`src/rtl/sprite_anim_ctrl.sv`:
```
// rtl/sprite_anim_ctrl.sv - fighter pose sequencer and mirrored sprite ROM address generator
// Pose/facing advance once per frame_tick; address path is one register stage behind the raster.
module sprite_anim_ctrl #(
  parameter int SPRITE_W        = 32,
  parameter int SPRITE_H        = 32,
  parameter int FRAMES_PER_STEP = 6,
  parameter int ADDR_W          = 10
) (
  input  logic              Clk,
  input  logic              Reset_n,
  input  logic              frame_tick,
  input  logic              left,
  input  logic              right,
  input  logic              on_ground,
  input  logic [9:0]        DrawX,
  input  logic [9:0]        DrawY,
  input  logic [9:0]        PosX,
  input  logic [9:0]        PosY,
  output logic [1:0]        sprite_sel,
  output logic              facing_left,
  output logic              in_sprite,
  output logic [ADDR_W-1:0] rom_addr
);

  localparam int CNT_W = $clog2(FRAMES_PER_STEP);
  localparam int XW    = $clog2(SPRITE_W);
  localparam int YW    = ADDR_W - XW;
  localparam logic [CNT_W-1:0] LAST_CNT = CNT_W'(FRAMES_PER_STEP - 1);
  localparam logic [10:0] W11 = 11'(SPRITE_W);
  localparam logic [10:0] H11 = 11'(SPRITE_H);

  typedef enum logic [1:0] {
    IDLE = 2'd0,
    RUN1 = 2'd1,
    RUN2 = 2'd2,
    AIR  = 2'd3
  } state_t;

  state_t           state;
  logic [CNT_W-1:0] cnt;

  always_ff @(posedge Clk or negedge Reset_n) begin
    if (!Reset_n) begin
      state       <= IDLE;
      cnt         <= '0;
      facing_left <= 1'b0;
    end else if (frame_tick) begin
      if (!on_ground) begin
        state <= AIR;
        cnt   <= '0;
      end else if (left ^ right) begin
        if (state == RUN1 || state == RUN2) begin
          if (cnt == LAST_CNT) begin
            state <= (state == RUN1) ? RUN2 : RUN1;
            cnt   <= '0;
          end else begin
            cnt <= cnt + CNT_W'(1);
          end
        end else begin
          state <= RUN1;
          cnt   <= '0;
        end
      end else begin
        state <= IDLE;
        cnt   <= '0;
      end

      if (left && !right) begin
        facing_left <= 1'b1;
      end else if (right && !left) begin
        facing_left <= 1'b0;
      end
    end
  end

  assign sprite_sel = state;

  // Low bits of the offsets depend only on low bits of the operands; compares use 11 bits to avoid wrap.
  logic [XW-1:0] dx;
  logic [YW-1:0] dy;
  logic [XW-1:0] col;
  logic          hit;

  always_comb begin
    dx  = DrawX[XW-1:0] - PosX[XW-1:0];
    dy  = DrawY[YW-1:0] - PosY[YW-1:0];
    col = facing_left ? ~dx : dx;  // ~dx == SPRITE_W-1-dx for power-of-two width
    hit = ({1'b0, DrawX} >= {1'b0, PosX}) && ({1'b0, DrawX} < ({1'b0, PosX} + W11)) &&
          ({1'b0, DrawY} >= {1'b0, PosY}) && ({1'b0, DrawY} < ({1'b0, PosY} + H11));
  end

  always_ff @(posedge Clk or negedge Reset_n) begin
    if (!Reset_n) begin
      in_sprite <= 1'b0;
      rom_addr  <= '0;
    end else begin
      in_sprite <= hit;
      rom_addr  <= hit ? {dy, col} : '0;
    end
  end

endmodule

```
`config.mk`:
```
export PLATFORM = sky130hd
export DESIGN_NAME = sprite_anim_ctrl
export DESIGN_NICKNAME = d
export VERILOG_FILES = /design/src/rtl/sprite_anim_ctrl.sv
export SDC_FILE = /design/constraint.sdc
export NUM_CORES = 1
export LEC_CHECK = 0
export BUFFER_PORTS_ARGS = -buffer_cell sky130_fd_sc_hd__buf_4
export CORE_AREA = 2 2 60 62
export CTS_CLUSTER_SIZE = 10
export DETAILED_ROUTE_END_ITERATION = 10
export DIE_AREA = 0 0 62 64
export PLACE_DENSITY = 0.83
export SLEW_MARGIN = 20
export SYNTH_ARGS = -nofsm -noshare
export SYNTH_HDL_FRONTEND = slang
export SYNTH_SLANG_ARGS = --single-unit
```
`constraint.sdc`:
```
create_clock -name Clk -period 4.95 [get_ports Clk]
set_input_delay 0.99 -clock Clk [delete_from_list [all_inputs] [get_ports Clk]]
set_output_delay 0.99 -clock Clk [all_outputs]
set_load 0.05 [all_outputs]
```
==> results_dict.tcl <==
set metrics [dict create \
    swShare_pct 37.92 \
    synth-edff-count 0 \
    final_cells 306 \
    total_switching_power_uw 172.5 \
    vias 1528 \
    dieArea_um2 3968 \
    antenna_found_initial 0 \
    seqPwrFrac_pct 35.4 \
    status "finished clean" \
    holdBufCountCts 0 \
    reg2reg_slack_ns 3.15 \
    die_w_um 62 \
    ir_drop_mv 0.1045 \
    cts_resized 0 \
    p_per_area_nw_per_um2 203.7 \
    postRouteAntennaNets 0 \
    path_clk_slew_ns 0.09 \
    hold_viol 0 \
    grt_max_degree 18 \
    grt_usage_pct 17.90 \
    finalSetupViolCount 0 \
    synth_common_cells "35 x ha_1, 30 x inv_1, 17 x dfrtp_1, 16 x nor2_1" \
    grt_remaining_overflow 0 \
    post_dp_cell_area_um2 2206 \
    slew_headroom_pct 70.51 \
    cts_root_buffer "clkbuf_4" \
    grt_setup_unrepaired "no" \
    crit_family "compound AO/OA/AOI/OAI gates" \
    p_int_uw 282.4 \
    finalCriticalPeriod_ns 2.740 \
    drt_pass1_iterations 4 \
    ys_types 32 \
    synth_most_common_cell "ha_1" \
    critPathBufInv 3 \
    crit_path_max_incr_delay_ns 0.40 \
    postCtsSetupRepairBufs 0 \
    die_h_um 64 \
    grt_pass1_vias 1439 \
    setup_slack_ns 2.210 \
    slew_violations 0 \
    wl_mm 3.243 \
    layout-drive-gt1-share_pct 26.15 \
    yosys.area.top_type "ha_1" \
    cp.required_ns 5.11 \
    fin_worst_hold_slack_ns 0.5001 \
    synth_ff_type "dfrtp_1" \
    dp_cells 302 \
    yosys_warnings 0 \
    cts_buffers 3 \
    final_core_util_pct 68.00 \
    ioPinCount 60 \
    fillers 278 \
    finalCritPeriodShare_pct 55.36 \
    path_cells "buf_4, inv_1, ha_1, inv_1, fa_1, a21o_1, a21oi_1, a21oi_1, o32ai_1, nand4b_1, nor2_1" \
    drcViolationCount 0 \
    fin_area_um2 2233 \
    syn_area_um2 1720 \
    p_comb_share_pct 49.0 \
    antenna_cells 0 \
    crit_arrival_ns 2.90 \
    path_class "primary input to flop" \
    cts_tree "done" \
    gp_congestion 0.8136 \
    grt_first_pass_wirelength_mm 5.644 \
    hold_path_class "flop to flop" \
    synth.top_cell.area_share_pct 25.45 \
    cts.path.max_buffers 2 \
    synth_seq_cells 17 \
    finClkSkew_ns 0.002030 \
    crit_path_start_kind "primary input" \
    ys_seq_area_share_pct 24.73 \
    rows 21 \
    place_hpwl_mm 2.878 \
    cp-end-kind "flop" \
    leakagePower_nw 1.205 \
    via_per_inst 4.993 \
    maxCapViolations 0 \
    area_delta_synth_final_pct 29.82 \
    drt-initial-drc-count 44 \
    syn_area_per_cell_um2 8.645 \
    htreeDepth 1 \
    async_reset_ff_share_pct 100.0 \
    p_clk_share_pct 15.6 \
    worst-path-max-fanout 11 \
    fin_setup_tns_ns 0 \
    synth_fp_nets 282 \
    start_util_pct 52.38 \
    nets 344 \
    total_power_uw 454.9 \
    clk_latency_ns 0.28 \
    core_area_um2 3284 \
    tightestPinTransition_ns 0.4377 \
    place_ws_ns 1.905 \
    synth_area_leaders "ha_1 25%, dfrtp_1 25%, xnor2_1 7.6%, inv_1 6.5%, a21oi_1 4.4%" \
    synth_cells 199 \
    clock_sinks 17 \
    fmax_mhz 364.9 \
    critPathSlowestCell "fa_1" \
    portBuffers 59 \
    wl_per_cell_um 10.60 \
]
## kinds of logic after synthesis
group           share of synthesized area [%]
compound gates                          13.09
mux                                     1.891
flops                                   24.73
fa+ha+maj                               27.78
simple gates                            15.93
xor+xnor                                9.164
buf+inv                                 7.418
## metal layers
layer	track usage, %	up-vias	wire [um]
met5	0	-	0
li1	-	800	-
met2	30.99	42	1590
met1	23.24	682	1459
met4	4.787	0	36
met3	1.215	4	156
## power by group through the flow
stage | clock network [mW] | logic (mW) | registers (mW)
finish | 0.0710 | 0.223 | 0.161
detailed placement | 0 | 0.224 | 0.164
CTS | 0.0734 | 0.225 | 0.161
global route | 0.0789 | 0.250 | 0.163
floorplan | 0 | 0.120 | 0.194
global placement | 0 | 0.221 | 0.164
## registers in the layout, summed over array words and instances, names as in the netlist
register	count
sprite_sel	2
cnt	3
facing_left	1
rom_addr	10
in_sprite	1
## final cells by class
class / instances / area [um2] / area share (%)
clock inverters: 1 / 5.005 / 0.2241
well taps: 46 / 57.56 / 2.577
flip-flops and latches: 17 / 425.4 / 19.05
repair buffers: 59 / 442.9 / 19.83
multi-input cells: 150 / 1167 / 52.27
clock buffers: 3 / 22.52 / 1.008
inverters: 30 / 112.6 / 5.042
## cell usage in the layout, fill, tap and decap left out
master,n
nand2_1,12
clkbuf_4,3
nor2_1,16
nor2b_1,3
o21a_1,1
and4b_1,1
a21o_1,3
a21oi_2,1
and4_1,1
clkinv_2,1
xor2_1,3
nand4_1,3
ha_1,35
and2_1,3
a211oi_1,2
nor3_1,2
fa_1,2
nand4b_1,3
nand3b_1,1
nand3_1,10
mux2i_1,1
o21ai_0,9
o31ai_2,1
a21oi_1,15
buf_4,59
o32ai_1,1
mux2_2,2
a41oi_1,1
o21ai_2,1
dfrtp_1,17
a31oi_1,2
inv_1,30
xnor2_1,15
## worst paths after layout
path,startpoint,to,depth (start not counted)
worst min-delay path,cnt[2],cnt[2],1
min in group asynchronous,Reset_n,rom_addr[6],1
max in group asynchronous,Reset_n,cnt[2],1
worst min register to register,cnt[2],cnt[2],1
worst max register to register,sprite_sel[1],sprite_sel[0],6
worst max-delay path,DrawX[0],rom_addr[0],11
(Power assumes the default switching activity.)
